[config.mk]
export PLATFORM = sky130hd
export DESIGN_NAME = gpo_pad_sequencer
export DESIGN_NICKNAME = d
export VERILOG_FILES = /design/src/rtl/gpo_pad_sequencer.sv
export SDC_FILE = /design/constraint.sdc
export NUM_CORES = 1
export LEC_CHECK = 0
export ABC_AREA = 1
export CAP_MARGIN = 20
export CORE_MARGIN = 2
export CORE_UTILIZATION = 54
export DETAILED_ROUTE_END_ITERATION = 8
export GPL_TIMING_DRIVEN = 1
export HOLD_SLACK_MARGIN = 0.02
export PLACE_DENSITY = 0.8
export SLEW_MARGIN = 20
export SYNTH_ARGS = -nofsm -noshare
export SYNTH_HDL_FRONTEND = slang
export SYNTH_SLANG_ARGS = --single-unit
[constraint.sdc]
create_clock -name clk -period 3.4 [get_ports clk]
set_clock_uncertainty 0.15 [all_clocks]
set_input_delay 1.02 -clock clk [delete_from_list [all_inputs] [get_ports clk]]
set_output_delay 1.02 -clock clk [all_outputs]
set_load 0.005 [all_outputs]
[src/rtl/gpo_pad_sequencer.sv]
// General-purpose output pad sequencer: drains the pad, applies a new drive
// configuration, then gates output enable on pad bias readiness with a timeout fallback.

module gpo_pad_sequencer #(
    parameter int unsigned SETTLE_CYC   = 4,
    parameter int unsigned BIAS_TIMEOUT = 255
) (
    input  logic       clk,
    input  logic       rst,
    input  logic       cfg_valid,
    output logic       cfg_ready,
    input  logic       cfg_oe,
    input  logic [1:0] cfg_ds,
    input  logic       cfg_sr,
    input  logic       cfg_co,
    input  logic [1:0] cfg_mode,
    input  logic       data,
    input  logic       vbias_ok,
    output logic       pad_do,
    output logic       pad_oe,
    output logic [1:0] pad_ds,
    output logic       pad_sr,
    output logic       pad_co,
    output logic       pad_odp,
    output logic       pad_odn,
    output logic       busy,
    output logic       err
);

    typedef enum logic [2:0] {
        ST_OFF       = 3'd0,
        ST_DRAIN     = 3'd1,
        ST_APPLY     = 3'd2,
        ST_WAIT_BIAS = 3'd3,
        ST_ACTIVE    = 3'd4
    } state_t;

    localparam logic [7:0] SETTLE_LAST = 8'(SETTLE_CYC - 1);
    localparam logic [7:0] BIAS_LAST   = 8'(BIAS_TIMEOUT);

    // Returns {odp, odn}; the reserved mode leaves both open-drive controls off.
    function automatic logic [1:0] mode_to_od(input logic [1:0] mode);
        logic [1:0] od;
        case (mode)
            2'b00:   od = 2'b00;
            2'b01:   od = 2'b10;
            2'b10:   od = 2'b01;
            default: od = 2'b00;
        endcase
        return od;
    endfunction

    state_t     state_r;
    state_t     state_nxt_s;
    logic [7:0] settle_cnt_r;
    logic [7:0] bias_cnt_r;
    logic       shd_oe_r;
    logic [1:0] shd_ds_r;
    logic       shd_sr_r;
    logic       shd_co_r;
    logic [1:0] shd_mode_r;
    logic       cfg_ready_r;
    logic       busy_r;
    logic       err_r;
    logic       pad_do_r;
    logic       pad_oe_r;
    logic [1:0] pad_ds_r;
    logic       pad_sr_r;
    logic       pad_co_r;
    logic       pad_odp_r;
    logic       pad_odn_r;
    logic       accept_s;
    logic       timeout_s;
    logic       load_pads_s;

    assign accept_s = cfg_valid & cfg_ready_r;

    // Next-state decode; an accepted request outranks bias loss in ACTIVE.
    always_comb begin
        state_nxt_s = state_r;
        timeout_s   = 1'b0;
        load_pads_s = 1'b0;
        case (state_r)
            ST_OFF: begin
                if (accept_s) begin
                    state_nxt_s = ST_DRAIN;
                end else begin
                    state_nxt_s = ST_OFF;
                end
            end
            ST_DRAIN: begin
                if (settle_cnt_r == SETTLE_LAST) begin
                    state_nxt_s = ST_APPLY;
                    load_pads_s = 1'b1;
                end else begin
                    state_nxt_s = ST_DRAIN;
                end
            end
            ST_APPLY: begin
                if (!shd_oe_r) begin
                    state_nxt_s = ST_OFF;
                end else if ((pad_ds_r == 2'b00) || vbias_ok) begin
                    state_nxt_s = ST_ACTIVE;
                end else begin
                    state_nxt_s = ST_WAIT_BIAS;
                end
            end
            ST_WAIT_BIAS: begin
                if (vbias_ok) begin
                    state_nxt_s = ST_ACTIVE;
                end else if (bias_cnt_r == BIAS_LAST) begin
                    state_nxt_s = ST_ACTIVE;
                    timeout_s   = 1'b1;
                end else begin
                    state_nxt_s = ST_WAIT_BIAS;
                end
            end
            ST_ACTIVE: begin
                if (accept_s) begin
                    state_nxt_s = ST_DRAIN;
                end else if ((pad_ds_r != 2'b00) && !vbias_ok) begin
                    state_nxt_s = ST_WAIT_BIAS;
                end else begin
                    state_nxt_s = ST_ACTIVE;
                end
            end
            default: begin
                state_nxt_s = ST_OFF;
            end
        endcase
    end

    // State register and status outputs, all registered from the next state.
    always_ff @(posedge clk) begin
        if (rst) begin
            state_r     <= ST_OFF;
            cfg_ready_r <= 1'b0;
            busy_r      <= 1'b0;
            pad_oe_r    <= 1'b0;
            pad_do_r    <= 1'b0;
            err_r       <= 1'b0;
        end else begin
            state_r     <= state_nxt_s;
            cfg_ready_r <= (state_nxt_s == ST_OFF) || (state_nxt_s == ST_ACTIVE);
            busy_r      <= (state_nxt_s == ST_DRAIN) || (state_nxt_s == ST_APPLY) ||
                           (state_nxt_s == ST_WAIT_BIAS);
            pad_oe_r    <= (state_nxt_s == ST_ACTIVE);
            pad_do_r    <= data;
            if (accept_s) begin
                err_r <= 1'b0;
            end else if (timeout_s) begin
                err_r <= 1'b1;
            end else begin
                err_r <= err_r;
            end
        end
    end

    // Drain and bias-wait counters; both restart from zero on every entry.
    always_ff @(posedge clk) begin
        if (rst) begin
            settle_cnt_r <= 8'd0;
            bias_cnt_r   <= 8'd0;
        end else begin
            if (state_r == ST_DRAIN) begin
                settle_cnt_r <= settle_cnt_r + 8'd1;
            end else begin
                settle_cnt_r <= 8'd0;
            end
            if ((state_r == ST_WAIT_BIAS) && (state_nxt_s == ST_WAIT_BIAS)) begin
                bias_cnt_r <= bias_cnt_r + 8'd1;
            end else begin
                bias_cnt_r <= 8'd0;
            end
        end
    end

    // Shadow copy of the accepted request; reserved mode never enables the output.
    always_ff @(posedge clk) begin
        if (rst) begin
            shd_oe_r   <= 1'b0;
            shd_ds_r   <= 2'b00;
            shd_sr_r   <= 1'b0;
            shd_co_r   <= 1'b0;
            shd_mode_r <= 2'b00;
        end else if (accept_s) begin
            shd_oe_r   <= cfg_oe & (cfg_mode != 2'b11);
            shd_ds_r   <= cfg_ds;
            shd_sr_r   <= cfg_sr;
            shd_co_r   <= cfg_co;
            shd_mode_r <= cfg_mode;
        end else begin
            shd_oe_r   <= shd_oe_r;
            shd_ds_r   <= shd_ds_r;
            shd_sr_r   <= shd_sr_r;
            shd_co_r   <= shd_co_r;
            shd_mode_r <= shd_mode_r;
        end
    end

    // Pad controls move only on the way into APPLY or on a bias-timeout fallback.
    always_ff @(posedge clk) begin
        if (rst) begin
            pad_ds_r  <= 2'b00;
            pad_sr_r  <= 1'b0;
            pad_co_r  <= 1'b0;
            pad_odp_r <= 1'b0;
            pad_odn_r <= 1'b0;
        end else if (load_pads_s) begin
            pad_ds_r               <= shd_ds_r;
            pad_sr_r               <= shd_sr_r;
            pad_co_r               <= shd_co_r;
            {pad_odp_r, pad_odn_r} <= mode_to_od(shd_mode_r);
        end else if (timeout_s) begin
            pad_ds_r <= 2'b00;
        end else begin
            pad_ds_r  <= pad_ds_r;
            pad_sr_r  <= pad_sr_r;
            pad_co_r  <= pad_co_r;
            pad_odp_r <= pad_odp_r;
            pad_odn_r <= pad_odn_r;
        end
    end

    assign cfg_ready = cfg_ready_r;
    assign busy      = busy_r;
    assign err       = err_r;
    assign pad_do    = pad_do_r;
    assign pad_oe    = pad_oe_r;
    assign pad_ds    = pad_ds_r;
    assign pad_sr    = pad_sr_r;
    assign pad_co    = pad_co_r;
    assign pad_odp   = pad_odp_r;
    assign pad_odn   = pad_odn_r;

endmodule
==> run metrics <==
mux share of post-synthesis cell area=0%; Initial Utilization=56.0%; total count of max-transition violations in the final report=0; DRC violation count after routing=0; global-route wire length before repair=5.11 mm; min cycle time layout=2450 ps; combinational power share=7.1%; # rows=19; number of buffer cells added on primary ports=22; unrepaired setup endpoints after global routing=false; Setup Buffers After CTS=0; Critical Path AT=1280 ps; deepest clock path buffer count=2; gate count of the mapped netlist=201; first drt pass iteration count=5; most common cell after layout, fill and taps aside=sky130_fd_sc_hd__nor2_1; maximum number of pins on one net before global-route repair=13; area of the die=3250 um^2; TritonCTS buffer count=5; type of element capturing the critical path=output port; simple logic cell fraction of the synthesized area=32.0%; Clk Tree Root Cell=sky130_fd_sc_hd__clkbuf_4; Switching Share=23.2%; number of synthesis warnings=0; clk_lat worst skew=350 ps; vias per std cell=5.20; met1 routed wirelength after detailed routing=1.38 mm; Synth Cell Area=1520 um^2; Clock Power Share=32.1%; area of the placeable core=2710 um^2; routed wire length=2.97 mm; Area growth, synth to finish=20.5%; switching power of the nets=0.172 mW; slowest stage delay, CP=530 ps; leading cell types in the layout, fill and taps excluded=41 x sky130_fd_sc_hd__nor2_1, 37 x sky130_fd_sc_hd__dfxtp_1, 32 x sky130_fd_sc_hd__nand2_1; number of vias after detailed routing=1348; final core utilization=67.4%; Compound-Gate Fraction of Synth Area=9.82%; Yosys cell types=24; post-route antenna net violation count=0; pwr dens=405 nW/um^2; DR iter-0 viols=50; Final Hold Fails=0; IR Drop Worst-Case VDD=0.366 mV; layout cells sized above 1=9.65%; path category of the worst min-delay check=register to register; maximum achievable frequency=0.408 GHz; worst-path fanout max=4; Net Count, Synth=215; Post-Synth XOR/XNOR Area=1.73%; cell type of the slowest stage on the worst timing path=sky130_fd_sc_hd__clkdlybuf4s50_1; adder and majority gate portion of the synthesized area=1.65%; sequential element share of the synthesized area=48.8%; Yosys top cell by area=sky130_fd_sc_hd__dfxtp_1; aggregate global-route resource usage=20.0%; number of instances resized during post-cts repair=0; TritonCTS clock tree=done; EDFF count, synth=0; final count of negative-setup-slack endpoints=0; Worst-Margin Slew=337 ps; clock transition at the registers of the reported paths=110 ps; final net count=242; detailed-route wire length per cell=11.5 um; met2 wire length=1.41 mm; Chip Height=57.0 um; horizontal die dimension=57.0 um; category of cells accounting for the largest share of critical-path delay=buffers and inverters; required arrival time at the worst endpoint=2230 ps; synthesis-stage register bit count=37; proportion of netlist area held by the largest area contributor=48.8%; H-tree depth reported by CTS=2; count of max-cap constraint violations=0; share of the cycle needed by the critical path after routing=72.0%; total half-perimeter wirelength after legalization and detailed placement=2.17 mm; total length of routed met3 wires=154 um; normalized max-slew margin=77.5%; kind of critical path=register to output port; vias in the first global route=1217; total grt overflow=0; outcome=finished clean; clock sink total=37; Post-synth top flop=sky130_fd_sc_hd__dfxtp_1; number of antenna violations at the first check in global routing=0; Avg Cell Area, Syn=7.54 um^2; main combinational cell family by area after synthesis=simple AND/OR/NAND/NOR gates; sum of negative setup slack=0 ps; Critical Path Start Type=register; Top-Level Pins=23; Final Wtd Congestion=0.874; overall power after layout=0.739 mW; largest cells by area after synthesis=sky130_fd_sc_hd__dfxtp_1 49%, sky130_fd_sc_hd__nor2_1 10%, sky130_fd_sc_hd__nand2_1 7.9%; CTS Hold Bufs=0; list of cells traversed by the critical path=clkdlybuf4s50_1; Worst Path Buf+Inv=1; FFs w/ async S/R, synth=0%; relative contribution of sequential cells to total power=60.8%; top routing layer used=met4; LEAKAGE=0.726 nW; P_int=0.568 mW; # diodes=0
-- synth_stat cells (3+ instances only) --
| master | count |
|---|---|
| sky130_fd_sc_hd__a21oi_1 | 14 |
| sky130_fd_sc_hd__clkbuf_1 | 3 |
| sky130_fd_sc_hd__dfxtp_1 | 37 |
| sky130_fd_sc_hd__inv_1 | 17 |
| sky130_fd_sc_hd__inv_2 | 4 |
| sky130_fd_sc_hd__nand2_1 | 32 |
| sky130_fd_sc_hd__nand3_1 | 13 |
| sky130_fd_sc_hd__nor2_1 | 41 |
| sky130_fd_sc_hd__nor2_2 | 3 |
| sky130_fd_sc_hd__nor3_1 | 4 |
| sky130_fd_sc_hd__nor3b_1 | 3 |
| sky130_fd_sc_hd__o21ai_0 | 13 |
-- layer usage --
| metal | vias up | global-route usage (%) |
|---|---|---|
| li1 | 695 | - |
| met1 | 613 | 25.0 |
| met2 | 36 | 32.7 |
| met3 | 4 | 7.03 |
| met4 | 0 | 5.98 |
| met5 | - | 0 |
-- through the flow --
stage               cell area [um^2]  hold slack [ps]  cells  worst slack, ps
floorplan                       1520              268    201             1500
global placement                1770              277    252              853
detailed placement              1770              291    252              785
CTS                             1830              317    259              941
global route                    1830              332    259              920
finish                          1830              313    259              951
-- worst register-to-register path: stages, from the launching register on --
cell and delay [ps]:
sky130_fd_sc_hd__dfxtp_1 380, sky130_fd_sc_hd__ha_1 190, sky130_fd_sc_hd__nand2_1 80, sky130_fd_sc_hd__nor2_1 190
sky130_fd_sc_hd__nand3_2 220, sky130_fd_sc_hd__inv_2 170, sky130_fd_sc_hd__nand2_1 70, sky130_fd_sc_hd__a21oi_1 130
-- worst paths after layout --
kind	end	depth (start not counted)	start	slack [ps]
setup / recovery	pad_ds[1]	1	pad_ds[1]$_SDFFE_PP0P_	950
hold / removal	settle_cnt_r[0]$_SDFF_PP0_	1	settle_cnt_r[0]$_SDFF_PP0_	310
setup reg to reg	pad_ds[0]$_SDFFE_PP0P_	7	settle_cnt_r[0]$_SDFF_PP0_	1760
hold reg to reg	settle_cnt_r[0]$_SDFF_PP0_	1	settle_cnt_r[0]$_SDFF_PP0_	310
-- cells by family after synthesis --
family,Yosys count
DFF,37
and+or+nand+nor,106
adders and majority gates,2
xor gates and xnor gates,3
AOI/OAI and AO/OA,29
buffers and inverters,24
-- power by group through the flow --
stage / Sequential [mW] / Clock (mW) / Combinational [mW]
final: 0.449 / 0.237 / 0.0526
after global routing: 0.451 / 0.256 / 0.0593
after CTS: 0.449 / 0.240 / 0.0529
after detailed placement: 0.459 / 0 / 0.0522
after global placement: 0.459 / 0 / 0.0513
after floorplan: 0.459 / 0 / 0.0271
-- state kept, by name, indices dropped and copies added, names as in the netlist, 2 cells and up --
name and count:
bias_cnt_r 8, pad_ds 2, settle_cnt_r 8, shd_ds_r 2, shd_mode_r 2, state_r 3
-- area by class of cell --
class	instances	area (um^2)
clock buffers	7	55.1
well taps	31	38.8
flip-flops and latches	37	741
inverters	21	78.8
repair buffers	23	228
multi-input cells	140	686
fillers	221	883
Note: power is estimated with default switching activity, not from simulation.
